==> src/rtl/config_loader.sv <==
// Serial configuration-chain loader: clears the CGRA config chain, then streams
// exactly CHAIN_LEN bits (LSB of each word first) into its head while checking the tail.
module config_loader #(
  parameter int WORD_W    = 32,
  parameter int CHAIN_LEN = 1024,
  parameter int CLR_CYC   = 2
) (
  input  logic              clk,
  input  logic              reset,
  input  logic              start,
  input  logic              word_valid,
  input  logic [WORD_W-1:0] word_data,
  output logic              word_ready,
  output logic              config_reset,
  output logic              config_shift_en,
  output logic              config_out,
  input  logic              chain_tail,
  output logic              busy,
  output logic              done,
  output logic              error
);

  localparam int WORDS  = (CHAIN_LEN + WORD_W - 1) / WORD_W;
  localparam int LAST_W = CHAIN_LEN - (WORDS - 1) * WORD_W;
  localparam int WC_W   = $clog2(WORDS + 1);
  localparam int BC_W   = $clog2(CHAIN_LEN + 1);
  localparam int BL_W   = $clog2(WORD_W + 1);
  localparam int CC_W   = (CLR_CYC > 1) ? $clog2(CLR_CYC) : 1;

  localparam logic [WC_W-1:0] WORDS_C    = WC_W'(WORDS);
  localparam logic [WC_W-1:0] LAST_IDX_C = WC_W'(WORDS - 1);
  localparam logic [BC_W-1:0] LAST_BIT_C = BC_W'(CHAIN_LEN - 1);
  localparam logic [BL_W-1:0] WORD_W_C   = BL_W'(WORD_W);
  localparam logic [BL_W-1:0] LAST_W_C   = BL_W'(LAST_W);
  localparam logic [BL_W-1:0] ONE_BL_C   = BL_W'(1);
  localparam logic [CC_W-1:0] CLR_LAST_C = CC_W'(CLR_CYC - 1);

  typedef enum logic [1:0] {IDLE, CLEAR, SHIFT, DONE} state_e;

  state_e            state_q, state_d;
  logic [CC_W-1:0]   clr_cnt_q, clr_cnt_d;
  logic [WC_W-1:0]   word_cnt_q, word_cnt_d;
  logic [BC_W-1:0]   bit_cnt_q, bit_cnt_d;
  logic [BL_W-1:0]   buf_left_q, buf_left_d;
  logic [WORD_W-1:0] sreg_q, sreg_d;
  logic              ready_q, ready_d;
  logic              cfg_reset_q, cfg_reset_d;
  logic              shift_en_q, shift_en_d;
  logic              out_q, out_d;
  logic              busy_q, busy_d;
  logic              done_q, done_d;
  logic              error_q, error_d;
  logic              accept;
  logic [BL_W-1:0]   wbits;

  assign accept = ready_q && word_valid;
  // Only the low bits of the final word belong to the chain.
  assign wbits  = (word_cnt_q == LAST_IDX_C) ? LAST_W_C : WORD_W_C;

  always_comb begin
    state_d    = state_q;
    clr_cnt_d  = clr_cnt_q;
    word_cnt_d = word_cnt_q;
    bit_cnt_d  = bit_cnt_q;
    buf_left_d = buf_left_q;
    sreg_d     = sreg_q;
    out_d      = out_q;
    shift_en_d = 1'b0;
    error_d    = error_q;

    // The chain was cleared, so a 1 at the tail means the chain is shorter than expected or broken.
    if (shift_en_q && chain_tail) error_d = 1'b1;

    case (state_q)
      IDLE: begin
        if (start) begin
          state_d    = CLEAR;
          clr_cnt_d  = '0;
          word_cnt_d = '0;
          bit_cnt_d  = '0;
          buf_left_d = '0;
          error_d    = 1'b0;
        end
      end
      CLEAR: begin
        if (clr_cnt_q == CLR_LAST_C) state_d = SHIFT;
        else                         clr_cnt_d = clr_cnt_q + 1'b1;
      end
      SHIFT: begin
        if (buf_left_q != '0) begin
          out_d      = sreg_q[0];
          shift_en_d = 1'b1;
          sreg_d     = sreg_q >> 1;
          buf_left_d = buf_left_q - 1'b1;
          if (accept) begin
            sreg_d     = word_data;
            buf_left_d = wbits;
          end
        end else if (accept) begin
          // Empty buffer: shift straight from the incoming word to avoid a bubble.
          out_d      = word_data[0];
          shift_en_d = 1'b1;
          sreg_d     = word_data >> 1;
          buf_left_d = wbits - 1'b1;
        end
        if (accept) word_cnt_d = word_cnt_q + 1'b1;
        if (shift_en_d) begin
          bit_cnt_d = bit_cnt_q + 1'b1;
          if (bit_cnt_q == LAST_BIT_C) state_d = DONE;
        end
      end
      DONE: state_d = IDLE;
      default: state_d = IDLE;
    endcase

    ready_d     = (state_d == SHIFT) && (word_cnt_d < WORDS_C) && (buf_left_d <= ONE_BL_C);
    cfg_reset_d = (state_d == CLEAR);
    busy_d      = (state_d == CLEAR) || (state_d == SHIFT);
    done_d      = (state_d == DONE);
  end

  always_ff @(posedge clk) begin
    if (reset) begin
      state_q     <= IDLE;
      clr_cnt_q   <= '0;
      word_cnt_q  <= '0;
      bit_cnt_q   <= '0;
      buf_left_q  <= '0;
      sreg_q      <= '0;
      ready_q     <= 1'b0;
      cfg_reset_q <= 1'b0;
      shift_en_q  <= 1'b0;
      out_q       <= 1'b0;
      busy_q      <= 1'b0;
      done_q      <= 1'b0;
      error_q     <= 1'b0;
    end else begin
      state_q     <= state_d;
      clr_cnt_q   <= clr_cnt_d;
      word_cnt_q  <= word_cnt_d;
      bit_cnt_q   <= bit_cnt_d;
      buf_left_q  <= buf_left_d;
      sreg_q      <= sreg_d;
      ready_q     <= ready_d;
      cfg_reset_q <= cfg_reset_d;
      shift_en_q  <= shift_en_d;
      out_q       <= out_d;
      busy_q      <= busy_d;
      done_q      <= done_d;
      error_q     <= error_d;
    end
  end

  assign word_ready      = ready_q;
  assign config_reset    = cfg_reset_q;
  assign config_shift_en = shift_en_q;
  assign config_out      = out_q;
  assign busy            = busy_q;
  assign done            = done_q;
  assign error           = error_q;

endmodule
==> config.mk <==
export PLATFORM = sky130hd
export DESIGN_NAME = config_loader
export DESIGN_NICKNAME = d
export VERILOG_FILES = /design/src/rtl/config_loader.sv
export SDC_FILE = /design/constraint.sdc
export NUM_CORES = 1
export LEC_CHECK = 0
export ABC_AREA = 0
export BUFFER_PORTS_ARGS = -buffer_cell sky130_fd_sc_hd__buf_4
export CAP_MARGIN = 20
export CELL_PAD_IN_SITES_DETAIL_PLACEMENT = 2
export CELL_PAD_IN_SITES_GLOBAL_PLACEMENT = 2
export CORE_MARGIN = 3
export CORE_UTILIZATION = 26
export DETAILED_ROUTE_END_ITERATION = 10
export GPL_TIMING_DRIVEN = 0
export PLACE_DENSITY_LB_ADDON = 0.1
export SYNTH_ARGS = -nofsm -noshare
export SYNTH_HDL_FRONTEND = slang
export SYNTH_SLANG_ARGS = --single-unit
==> constraint.sdc <==
create_clock -name clk -period 3.5 [get_ports clk]
set_input_delay 0.175 -clock clk [delete_from_list [all_inputs] [get_ports clk]]
set_output_delay 0.175 -clock clk [all_outputs]
set_load 0.05 [all_outputs]
### Word level (Yosys, flattened, before mapping)

Index checks and enable logic that the tools add are counted.

| storage, ports and cells | value |
|---|---|
| bits in registers | 65 |
| bits of input ports | 37 |
| output and inout bits | 7 |

| operators by class | value |
|---|---|
| $add $sub $neg | 4 |
| $lt $le $gt $ge | 2 |
| eq/ne operators | 9 |
| mux-type cells | 30 |
| bitwise gates (word level) | 1 |
| reduce and logical (&&, ||, !) cells | 14 |

Operator list:

| cell | count |
|---|---|
| 2-to-1 mux 32 bit | 3 |
| 2-to-1 mux 6 bit | 6 |
| one-hot mux 6 bit (2 select lines) | 2 |
| 2-to-1 mux 11 bit | 2 |
| one-hot mux 11 bit (2 select lines) | 1 |
| adder 11 x 1 -> 11 bit (second input constant) | 1 |
| equality test 11 x 10 -> 1 bit (second input constant) | 1 |
| 2-to-1 mux 1 bit | 10 |
| equality test 2 bit (second input constant) | 4 |
| 2-to-1 mux 2 bit | 4 |
| one-hot mux 2 bit (4 select lines) | 1 |
| adder 6 x 1 -> 6 bit (second input constant) | 1 |
| <= comparator 6 x 1 -> 1 bit (second input constant) | 1 |
| less-than comparator 6 bit (second input constant) | 1 |
| nonzero test 2 bit | 3 |
| nonzero test 6 bit | 1 |
| subtractor 6 x 1 -> 6 bit (second input constant) | 1 |
| equality test 2 x 1 -> 1 bit (second input constant) | 2 |
| logical AND 1 bit | 4 |
| != test 2 bit (second input constant) | 2 |
| AND reduction 2 bit | 2 |
| AND reduction 3 bit | 1 |
| zero test 2 bit | 1 |
| one-hot mux 1 bit (2 select lines) | 1 |
| 4 further kinds | 4 |

### Longest topological paths before layout

Gate-level depths: netlist of the first run.

| depth | value |
|---|---|
| word-level depth | 9 |
| gate-level depth with buffers | 9 |

### Worst setup path after synthesis of the first run

No wires, ideal clock.

| timing path | value |
|---|---|
| path kind | flip-flop to flip-flop |
| start | reg buf_left_q[0] |
| end | reg busy_q (netlist: busy) |
| arrival | 2.102 ns |
| path slack | 1.269 ns |
| stages on the path, launching flop included | 10 |
| path buffers | 0 |
| cells stage by stage | dfxtp_1 > inv_1 > ha_1 > or4b_4 > o31ai_4 > nor3_1 > o32ai_2 > inv_1 > ha_1 > nor2b_1 |

| on the way | value |
|---|---|
| word-level cells in the longest chain between the ends | 7 |
| elaborated cells between the ends (all ways) | 8 |
| classes of those cells | eq/ne (2); mux (4); reduce/logical (2) |

RTL lines:

| what | RTL line | RTL |
|---|---|---|
| start: declaration | 44 | `logic [BL_W-1:0] buf_left_q, buf_left_d;` |
| start signal: assignment | 142 | `buf_left_q <= buf_left_d;` |
| nonzero test 6 bit (*) | 90 | `if (buf_left_q != '0) begin` |
| 2-to-1 mux 1 bit (*) | 90 |  |
| 2-to-1 mux 1 bit (*) | 74 | `case (state_q)` |
| 2-to-1 mux 2 bit (*) | 107 | `if (shift_en_d) begin` |
| one-hot mux 2 bit (4 select lines) (*) | 74 |  |
| named net state_d[0] | 40 | `state_e state_q, state_d;` |
| equality test 2 x 1 -> 1 bit / equality test 2 bit (equally long branches) | 118 | `busy_d = (state_d == CLEAR) \|\| (state_d == SHIFT);` |
| logical OR 1 bit (*) | 118 |  |
| named net busy_d | 50 | `logic busy_q, busy_d;` |
| end signal: assignment | 148 | `busy_q <= busy_d;` |
| end: declaration | 50 |  |

Mark *: on every way through the listed nets, which the timed path passes. The rest lies on a longest branch. The select of a mux whose other input is x is not followed.
A chain may end at the register's enable or synchronous reset.

### Final worst setup path of the first run

| timing path | value |
|---|---|
| start | reg buf_left_q[0] |
| end | reg ready_q (netlist: word_ready) |

| on the way | value |
|---|---|
| word-level cells in the longest chain between the ends | 8 |
| elaborated cells between the ends (all ways) | 15 |
| classes of those cells | add/sub (1); order compare (1); eq/ne (1); mux (9); reduce/logical (3) |

RTL lines:

| what | RTL line | RTL |
|---|---|---|
| branches (longest 7 deep; another with subtractor 6 x 1 -> 6 bit) | - |  |
| logical AND 1 bit (*) | 116 | `ready_d = (state_d == SHIFT) && (word_cnt_d < WORDS_C) && (buf_left_d <= ONE_BL_C);` |
| end signal: assignment | 144 | `ready_q <= ready_d;` |
| end: declaration | 46 | `logic ready_q, ready_d;` |

Every way passes the cells marked *. The select of a mux whose other input is x is not followed.

==> results of run 1 <==
[cells in the mapped netlist, types with 3 or more instances]
cell type	number	area, µm²
nand2_1	103	386.6
dfxtp_1	65	1301
a21oi_1	42	210.2
nand3_1	38	190.2
o211ai_1	32	240.2
nor2_1	28	105.1
clkbuf_1	18	67.56
buf_2	8	40.04
o21ai_0	8	40.04
a21oi_2	7	61.31
inv_1	7	26.28
nor2b_1	7	43.79
nor3_1	7	35.03
ha_1	6	75.07
buf_6	5	56.30
a311oi_1	4	35.03
and3_1	4	25.02
xnor2_1	4	35.03
xor2_1	4	35.03
nand4_1	3	18.77
or3_1	3	18.77
[cell families (layout without fill, tap and decap cells)]
| kind of cell | after synthesis | in the layout |
|---|---|---|
| AND/OR/NAND/NOR | 206 | 206 |
| AO/OA/AOI/OAI | 112 | 112 |
| flip-flops | 65 | 65 |
| buffers and inverters | 40 | 98 |
| XOR/XNOR | 8 | 8 |
| adder cells (fa/ha/maj) | 6 | 6 |
[routing by layer]
layer  vias up  track usage
met4         0      0.06228
met5         -            0
met2        37       0.2667
met1      1662       0.2145
li1       1638            -
met3        13      0.03276
[final cells by class]
class,count,area (µm²)
fillers,1474,8133
plain buffers,33,175.2
clock buffers,14,274.0
well taps,168,210.2
inverters,7,26.28
multi-input cells,332,1842
flip-flops and latches,65,1301
repair buffers,42,315.3
clock inverters,2,35.03
[final timing paths]
check                           start                       to  depth (start not counted)
min reg2reg   sreg_q[22]$_SDFFE_PP0P_  sreg_q[22]$_SDFFE_PP0P_                          2
max reg2reg  buf_left_q[0]$_SDFF_PP0_    word_ready$_SDFF_PP0_                          9
min                        chain_tail         error$_SDFF_PP0_                          3
max          buf_left_q[0]$_SDFF_PP0_    word_ready$_SDFF_PP0_                          9
[power breakdown]
group | internal [W] | switching (W) | total, W
clock network | 0.000609 | 0.000333 | 0.000942
logic | 0.0000517 | 0.0000810 | 0.000133
registers | 0.000747 | 0.00000321 | 0.000750
total | 0.00141 | 0.000417 | 0.00182
[worst register-to-register path, stage by stage, from the launching register on]
cell	delay, ns
dfxtp_1	0.33
inv_1	0.07
ha_1	0.22
or4b_4	0.54
o31ai_4	0.47
nor3_1	0.19
o32ai_2	0.20
ha_1	0.25
and4b_1	0.20
and4_1	0.17
[registers in the layout, indices dropped and copies added (netlist names)]
name             count
done                 1
word_cnt_q           6
error                1
busy                 1
buf_left_q           6
word_ready           1
sreg_q              32
state_q              2
config_out           1
config_shift_en      1
bit_cnt_q           11
clr_cnt_q            1
config_reset         1
[stage by stage]
step / cell area [µm²] / util / setup WS [ns]
2_1_floorplan: 3344 / - / 1.269
3_3_place_gp: 3870 / 0.3143 / 0.8130
3_5_place_dp: 3870 / 0.3143 / 0.7533
4_1_cts: 4179 / 0.3394 / 0.7427
5_1_grt: 4179 / 0.3394 / 0.6401
6_report: 4179 / 0.3394 / 0.8053
==> results.txt, run 1 <==
YS warnings -> 0
# IOs -> 44
Met3 WL -> 325 µm
Final setup fails -> 0
Status -> complete, no violations
Worst Clk Skew -> 0.005084 ns
Core area -> 0.01231 mm²
Area growth from synthesis to layout -> 24.95%
Post-CTS Resized -> 0
Final WL -> 11.35 mm
Largest stage delay, worst path -> 0.54 ns
Via count -> 3350
Chip width -> 119.4 µm
Root buffer cell -> clkbuf_16
CTS tree -> done
DRC viols -> 0
Tightest Hold Check Type -> input port to flop
Most frequent cells in the layout -> nand2_1 (103), dfxtp_1 (65), buf_4 (43)
Wire length on met2 -> 5.360 mm
Clock Latency Late Sink -> 0.34 ns
Die height -> 119.4 µm
Inserted Clock Buffers -> 9
Slew Limit Fails -> 0
ANT nets after route -> 0
WL met1 -> 5.479 mm
Critical path arrival -> 2.97 ns
Vias in the first global route -> 3604
CP delay by family, top -> simple AND/OR/NAND/NOR gates
Relative slew margins -> 0.5110
Worst slew pin tran -> 0.7233 ns
WHS -> 0.07852 ns
Fin. Hold Viols -> 0
Most frequent CP cell -> ha_1
Syn_nets -> 480
Post-synthesis async set-or-reset flop share -> 0
CTS hold repair buffers -> 0
CP max FO -> 8
DIE AREA -> 0.01426 mm²
Initial DRC Count -> 139
Grt total ovfl -> 0
H-tree depth -> 3
Mean post-synth cell area -> 7.653 µm²
Most used DFF post-synth -> dfxtp_1
Unique masters post-synth -> 50
Hpwl dp -> 8.182 mm
Cells after Synth -> 437
First-pass GRT wire length -> 18.66 mm
Port buffer count -> 42
Startpoint Class -> flop
Number of synthesized flops with an enable pin -> 0
Crit path max-delay cell type -> or4b_4
Tcrit/Tclk final -> 0.7699
Placed Instances -> 647
CP bufs+invs -> 1
Initial antenna violation count -> 0
Worst path cell trace -> inv_1 > ha_1 > or4b_4 > o31ai_4 > nor3_1 > o32ai_2 > ha_1 > and4b_1 > and4_1
Drt first pass iters -> 4
Max cap viols -> 0
Wire per inst -> 17.13 µm
Top layer in use -> met4
Fin crit period -> 2.695 ns
Setup tns final -> 0 ns
RSZ-0062 raised after global routing -> false
LEAKAGE -> 1.373 nW
Share of layout cells above drive strength 1 -> 0.1677
#FFs+latches synth -> 65
R2R Setup Slk -> 0.81 ns
Vias per cell -> 5.053
Kind of critical path -> flop to flop
Post-synthesis sequential area ratio -> 0.3891
# diodes -> 0
Fmax -> 371.1 MHz
Crit. End Element -> flop
# Post-CTS Setup Buffers -> 0
Max VDD drop -> 0.0002223 V
Pin count of the biggest net entering global routing -> 11
Final non-filler cell total -> 663
Worst Path Required -> 3.78 ns
GRT Total Usage -> 0.1642
Post-synthesis mux area share -> 0
Final net count -> 533
Longest Clk Path Bufs -> 2
Compound-Gate Fraction of Synth Area -> 0.2282
Synth Area in Adders -> 0.02245
Clock slew seen by the registers of the worst setup and hold paths -> 0.05 ns
Simple-gate share of the synthesized area -> 0.2791
Synth Area in XOR/XNOR -> 0.02095
Power per cell area -> 436.7 mW/mm²
TritonCTS Sinks -> 65
Largest family of logic cells by synthesized area -> simple AND/OR/NAND/NOR gates
Power consumption -> 0.001825 W
Commonest non-fill, non-tap cell in the layout -> nand2_1
Final Wtd Congestion -> 0.7309
Synth Cell Area -> 0.003344 mm²
Row cnt -> 40
Initial Utilization -> 0.2716
(Power assumes the default switching activity.)
==> run 2: changes to the inputs <==
==> constraint.sdc (replaced) <==
create_clock -name clk -period 2.4 [get_ports clk]
set_input_delay 0.12 -clock clk [delete_from_list [all_inputs] [get_ports clk]]
set_output_delay 0.12 -clock clk [all_outputs]
set_load 0.05 [all_outputs]
==> run 2 against run 1 <==
Compared with the run above:
- final area is 2.2% higher
- clock-buffer cell count stayed put
- largest cell class unchanged
- sequential power is 45% higher
- hold slack worse by 0.057 ns
- setup slack worse by 0.70 ns
- total power is 47% higher
- critical path type unchanged
- combinational power is 50% higher
- largest power group unchanged
- critical path depth stayed put
- first-iteration DRC count is 40% higher
- sequential cell count stayed put
==> results.txt, run 2 (same netlist as run 1, synthesis figures left out) <==
Critical path arrival -> 2.57 ns (-0.40 ns)
Hpwl dp -> 8.182 mm (unchanged)
Flop pwr share -> 0.409 (-0.002)
Final non-filler cell total -> 669 (+0.90%)
Chip width -> 119.4 µm (unchanged)
Area growth from synthesis to layout -> 27.65%
Fin crit period -> 2.297 ns (-0.3974 ns)
First-pass GRT wire length -> 18.85 mm (+1.0%)
# IOs -> 44 (unchanged)
Critical Path Start -> buf_left_q[1]$_SDFF_PP0_
Share of layout cells above drive strength 1 -> 0.1916 (+0.02394)
Max reg flops -> 32 (unchanged)
Fmax -> 435.3 MHz (+17%)
WHS -> 0.02195 ns (-0.05658 ns)
Reg-to-Reg Start -> buf_left_q[1]$_SDFF_PP0_
DRC viols -> 0 (unchanged)
Commonest non-fill, non-tap cell in the layout -> nand2_1
CTS tree -> done
Hold_sp -> chain_tail
Drt first pass iters -> 4 (unchanged)
Tightest Hold Check Type -> input port to flop
Reg2reg end -> word_ready$_SDFF_PP0_
Worst Setup EP -> word_ready$_SDFF_PP0_
Placed Instances -> 647 (unchanged)
Initial Utilization -> 0.2716 (unchanged)
Grt total ovfl -> 0 (unchanged)
Root buffer cell -> clkbuf_16
Final Wtd Congestion -> 0.7309 (unchanged)
Comb pwr share -> 0.074 (about the same)
Startpoint Class -> flop
RSZ-0062 raised after global routing -> false
Final setup fails -> 0 (unchanged)
Tcrit/Tclk final -> 0.9572 (+0.1873)
Clock Latency Late Sink -> 0.34 ns (about the same)
# diodes -> 0 (unchanged)
CTS hold repair buffers -> 0 (unchanged)
Via count -> 3389 (+1.2%)
Max VDD drop -> 0.0003233 V (+45%)
Crit. End Element -> flop
Initial DRC Count -> 194 (+40%)
Switch Pwr -> 0.0006207 W (+49%)
Status -> complete, no violations
Row cnt -> 40 (unchanged)
Final WL -> 11.60 mm (+2.2%)
Worst path cell trace -> inv_1 > ha_4 > or4b_4 > o31ai_4 > nor3_4 > o32ai_4 > ha_2 > and4b_1 > and4_1
H-tree depth -> 3 (unchanged)
Slew Limit Fails -> 0 (unchanged)
R2R Setup Slk -> 0.10 ns (-0.70 ns)
Largest Register -> sreg_q
Power consumption -> 0.002677 W (+47%)
LEAKAGE -> 1.406 nW (+2.4%)
Vias in the first global route -> 3586 (-0.50%)
ANT nets after route -> 0 (unchanged)
GRT Total Usage -> 0.1663 (+0.002106)
Inserted Clock Buffers -> 9 (unchanged)
Final net count -> 539 (+1.1%)
Kind of critical path -> flop to flop
Core area -> 0.01231 mm² (unchanged)
DIE AREA -> 0.01426 mm² (unchanged)
Worst slew pin tran -> 0.6664 ns (-0.05687 ns)
Switching portion of total power -> 0.2319 (+0.003240)
Most frequent cells in the layout -> nand2_1 (103), dfxtp_1 (65), buf_4 (49)
Initial antenna violation count -> 0 (unchanged)
Longest Clk Path Bufs -> 2 (unchanged)
Clock slew seen by the registers of the worst setup and hold paths -> 0.05 ns (about the same)
TritonCTS Sinks -> 65 (unchanged)
Vias per cell -> 5.066 (+0.26%)
Relative slew margins -> 0.5536 (+0.04263)
Int Power -> 0.002056 W (+46%)
Clock group share of total power -> 0.517 (about the same)
Power per cell area -> 627.0 mW/mm² (+44%)
Worst reg2reg path depth -> 9 (unchanged)
Largest registers -> sreg_q (32), bit_cnt_q (11)
Crit path max-delay cell type -> or4b_4
Die height -> 119.4 µm (unchanged)
Pin count of the biggest net entering global routing -> 11 (unchanged)
Wire per inst -> 17.34 µm (+1.3%)
CP max FO -> 5 (-3)
Worst Clk Skew -> 0.008497 ns (+0.003413 ns)
Port buffer count -> 42 (unchanged)
Largest stage delay, worst path -> 0.49 ns (-0.05 ns)
Worst Path Required -> 2.68 ns (-1.10 ns)
Max cap viols -> 0 (unchanged)
Fin. Hold Viols -> 0 (unchanged)
-- run 2: repair_timing --
| action | in CTS | in global routing |
|---|---|---|
| resized for setup | 9 | 1 |
| buffers inserted | 2 | 4 |
| endpoints found under the setup margin | 34 | 13 |
| pin swaps | 5 | 4 |
-- run 2: power by group through the flow --
| stage | clock, W | sequential, W | combinational [W] |
|---|---|---|---|
| 3_5_place_dp | 0 | 0.00112 | 0.000197 |
| 6_report | 0.00138 | 0.00109 | 0.000199 |
| 3_3_place_gp | 0 | 0.00112 | 0.000196 |
| 4_1_cts | 0.00142 | 0.00109 | 0.000203 |
| 2_1_floorplan | 0 | 0.00113 | 0.0000753 |
| 5_1_grt | 0.00147 | 0.00109 | 0.000218 |
-- run 2: worst min path at each step --
stage	cells after the start	to
detailed placement	3	error$_SDFF_PP0_
global route	3	error$_SDFF_PP0_
CTS	3	error$_SDFF_PP0_
floorplan	2	error$_SDFF_PP0_
global placement	3	error$_SDFF_PP0_
finish	3	error$_SDFF_PP0_
-- run 2: worst max-delay path: cells and delay by family (launching register included) --
kind,cells,cell delay [ns]
adders and majority gates,2,0.41
and+or+nand+nor,4,0.96
buffers and inverters,1,0.10
DFF,1,0.32
AOI/OAI and AO/OA,2,0.44
-- run 2: per-layer routing --
| metal | vias up | track usage | share of wire |
|---|---|---|---|
| met2 | 41 | 0.2667 | 0.46 |
| met3 | 13 | 0.03276 | 0.030 |
| li1 | 1654 | - | - |
| met5 | - | 0 | 0 |
| met4 | 0 | 0.06299 | 0.017 |
| met1 | 1681 | 0.2204 | 0.49 |
-- run 2: layout make-up --
cell class                      instances  area (µm²)
Buffer                                 33       176.4
Fill cell                            1464        8043
Multi-Input combinational cell        332        1886
Inverter                                7       26.28
Clock buffer                           14       274.0
Sequential cell                        65        1301
Tap cell                              168       210.2
Timing Repair Buffer                   48       360.3
Clock inverter                          2       35.03
-- run 2: stage by stage --
step / instance area (µm²) / setup slack, ns / utilization / setup TNS (ns)
after global placement: 3870 / -0.2870 / 0.3143 / -1.430
after floorplan: 3344 / 0.1689 / - / 0
after CTS: 4239 / -0.01113 / 0.3443 / -0.01113
final: 4269 / 0.1027 / 0.3467 / 0
after global routing: 4269 / 0.009134 / 0.3467 / 0
after detailed placement: 3870 / -0.3467 / 0.3143 / -3.999
==> run 3: changes to the inputs <==
--- a/config.mk
+++ b/config.mk
@@ -8,13 +8,10 @@
 export ABC_AREA = 0
 export BUFFER_PORTS_ARGS = -buffer_cell sky130_fd_sc_hd__buf_4
 export CAP_MARGIN = 20
-export CELL_PAD_IN_SITES_DETAIL_PLACEMENT = 2
-export CELL_PAD_IN_SITES_GLOBAL_PLACEMENT = 2
 export CORE_MARGIN = 3
 export CORE_UTILIZATION = 26
 export DETAILED_ROUTE_END_ITERATION = 10
 export GPL_TIMING_DRIVEN = 0
-export PLACE_DENSITY_LB_ADDON = 0.1
 export SYNTH_ARGS = -nofsm -noshare
 export SYNTH_HDL_FRONTEND = slang
 export SYNTH_SLANG_ARGS = --single-unit
==> run 3 against run 2 <==
Compared with the run above:
- final area fell by 1.4%
- sequential power barely moved
- sequential cell count did not move
- routed wire length fell by 22%
- non-clock buffer count fell by 5
- clock skew rose by 0.00079 ns
- final cell count fell by 0.75%
- combinational power fell by 8%
- setup slack improved by 0.031 ns
- die area did not move
- utilization fell by 0.49 points
- critical path type unchanged
==> results.txt, run 3 (same netlist as run 1, synthesis figures left out) <==
Status -> complete, no violations
Clock slew seen by the registers of the worst setup and hold paths -> 0.06 ns (about the same)
Initial Utilization -> 0.2716 (unchanged)
CTS hold repair buffers -> 0 (unchanged)
Fmax -> 441.2 MHz (+1.4%)
Vias per cell -> 4.955 (-2.2%)
Row cnt -> 40 (unchanged)
LEAKAGE -> 1.378 nW (-2.0%)
Largest stage delay, worst path -> 0.51 ns (+0.02 ns)
Slew Limit Fails -> 0 (unchanged)
CTS tree -> done
Final core utilization -> 0.3419 (-0.004878)
Crit. End Element -> flop
Worst path cell trace -> inv_2 > ha_4 > or4b_4 > o31ai_4 > nor3_2 > o32ai_2 > inv_1 > ha_1 > nor2b_1
RSZ-0062 raised after global routing -> false
Final setup fails -> 0 (unchanged)
# IOs -> 44 (unchanged)
Core area -> 0.01231 mm² (unchanged)
DIE AREA -> 0.01426 mm² (unchanged)
Max VDD drop -> 0.0002872 V (-11%)
Pin count of the biggest net entering global routing -> 13 (+2)
TritonCTS Sinks -> 65 (unchanged)
Power per cell area -> 619.6 mW/mm² (-1.2%)
Setup tns final -> 0 ns (unchanged)
Kind of critical path -> flop to flop
Root buffer cell -> clkbuf_16
Startpoint Class -> flop
Wire per inst -> 13.68 µm (-21%)
Clock Latency Late Sink -> 0.33 ns (about the same)
Initial antenna violation count -> 0 (unchanged)
GR peak layer -> met2
Fin. Hold Viols -> 0 (unchanged)
CP max FO -> 5 (unchanged)
Relative slew margins -> 0.5470 (-0.006600)
Die height -> 119.4 µm (unchanged)
Fill count -> 1307 (-11%)
DRC viols -> 0 (unchanged)
Initial DRC Count -> 270 (+39%)
Max reg flops -> 32 (unchanged)
Fin crit period -> 2.267 ns (-0.03073 ns)
Inserted Clock Buffers -> 9 (unchanged)
Met3 global-route usage -> 0.03656 (+0.003799)
Power consumption -> 0.002608 W (-2.6%)
Port buffer count -> 42 (unchanged)
Hpwl dp -> 6.383 mm (-22%)
Drt first pass iters -> 4 (unchanged)
Tcrit/Tclk final -> 0.9444 (-0.01280)
Final net count -> 534 (-0.93%)
Share of layout cells above drive strength 1 -> 0.1835 (-0.008149)
Grt total ovfl -> 0 (unchanged)
Final WL -> 9.081 mm (-22%)
Worst Clk Skew -> 0.009283 ns (+0.0007856 ns)
Vias in the first global route -> 3036 (-15%)
# diodes -> 0 (unchanged)
ANT nets after route -> 0 (unchanged)
GRT Total Usage -> 0.1266 (-0.03968)
Worst slew pin tran -> 0.6763 ns (+0.009854 ns)
First-pass GRT wire length -> 14.75 mm (-22%)
H-tree depth -> 3 (unchanged)
Final Wtd Congestion -> 0.8678 (+19%)
Commonest non-fill, non-tap cell in the layout -> nand2_1
Via count -> 3290 (-2.9%)
Most frequent cells in the layout -> nand2_1 (103), dfxtp_1 (65), buf_4 (44)
Worst Path Required -> 2.60 ns (-0.08 ns)
GR Layer Usage met1 -> 0.1622 (-0.05818)
Max cap viols -> 0 (unchanged)
Crit path max-delay cell type -> or4b_4
Area growth from synthesis to layout -> 25.85%
Largest Register -> sreg_q
Longest Clk Path Bufs -> 2 (unchanged)
Chip width -> 119.4 µm (unchanged)
GR Layer Usage met2 -> 0.2038 (-0.06288)
Tightest Hold Check Type -> input port to flop
Critical path arrival -> 2.47 ns (-0.10 ns)
Largest registers -> sreg_q (32), bit_cnt_q (11)
## run 3: changes by cell type in the layout (fill, tap and decap cells not counted), sizes merged
cell,delta
clkinv,+2
clkinvlp,+2
clkbuf,-4
buf,-5
## run 3: layer usage
metal  vias up  part of all wire
li1       1653                 -
met1      1556              0.48
met2        70              0.46
met3        11             0.045
met4         0             0.018
met5         -                 0
## run 3: power breakdown
group / switching (W) / internal, W
sequential: 0.00000354 / 0.00109
clock: 0.000498 / 0.000833
combinational: 0.000110 / 0.0000739
## run 3: worst max-delay path: cells and delay by family, from the launching register on
| family | cells | cell delay (ns) |
|---|---|---|
| fa+ha+maj | 2 | 0.43 |
| flops | 1 | 0.35 |
| buf+inv | 2 | 0.20 |
| compound gates | 2 | 0.42 |
| simple gates | 3 | 0.73 |
## run 3: final timing paths
| kind | from | end | slack [ns] | cells after the start |
|---|---|---|---|---|
| worst max-delay path | buf_left_q[0]$_SDFF_PP0_ | busy$_SDFF_PP0_ | 0.13 | 9 |
| worst min-delay path | chain_tail | error$_SDFF_PP0_ | 0.03 | 3 |
| worst max register to register | buf_left_q[0]$_SDFF_PP0_ | busy$_SDFF_PP0_ | 0.13 | 9 |
| worst min register to register | sreg_q[5]$_SDFFE_PP0P_ | sreg_q[5]$_SDFFE_PP0P_ | 0.46 | 2 |
## run 3: layout make-up
class / instances / area [µm²] / share of cell area
inverters: 7 / 26.28 / 0.006243
well taps: 168 / 210.2 / 0.04994
multi-input cells: 332 / 1866 / 0.4432
flip-flops and latches: 65 / 1301 / 0.3092
clock buffers: 10 / 239.0 / 0.05678
repair buffers: 43 / 322.8 / 0.07669
plain buffers: 33 / 176.4 / 0.04191
clock inverters: 6 / 67.56 / 0.01605
## run 3: repair_timing
| item | in CTS | in global routing |
|---|---|---|
| setup endpoints to repair | 4 | 17 |
| pin swaps | 1 | 2 |
| gates resized for setup | 1 | 6 |
| setup buffers | 1 | 0 |
## run 3: stage by stage
stage          setup WS [ns]  std cells  hold slack (ns)  area (µm²)
2_1_floorplan         0.1689        437           0.2607        3344
5_1_grt              0.02345        664          0.07572        4209
4_1_cts             0.001676        664          0.01826        4187
3_5_place_dp         -0.2304        647           0.3527        3870
3_3_place_gp         -0.1468        647           0.3499        3870
6_report              0.1334        664          0.02825        4209
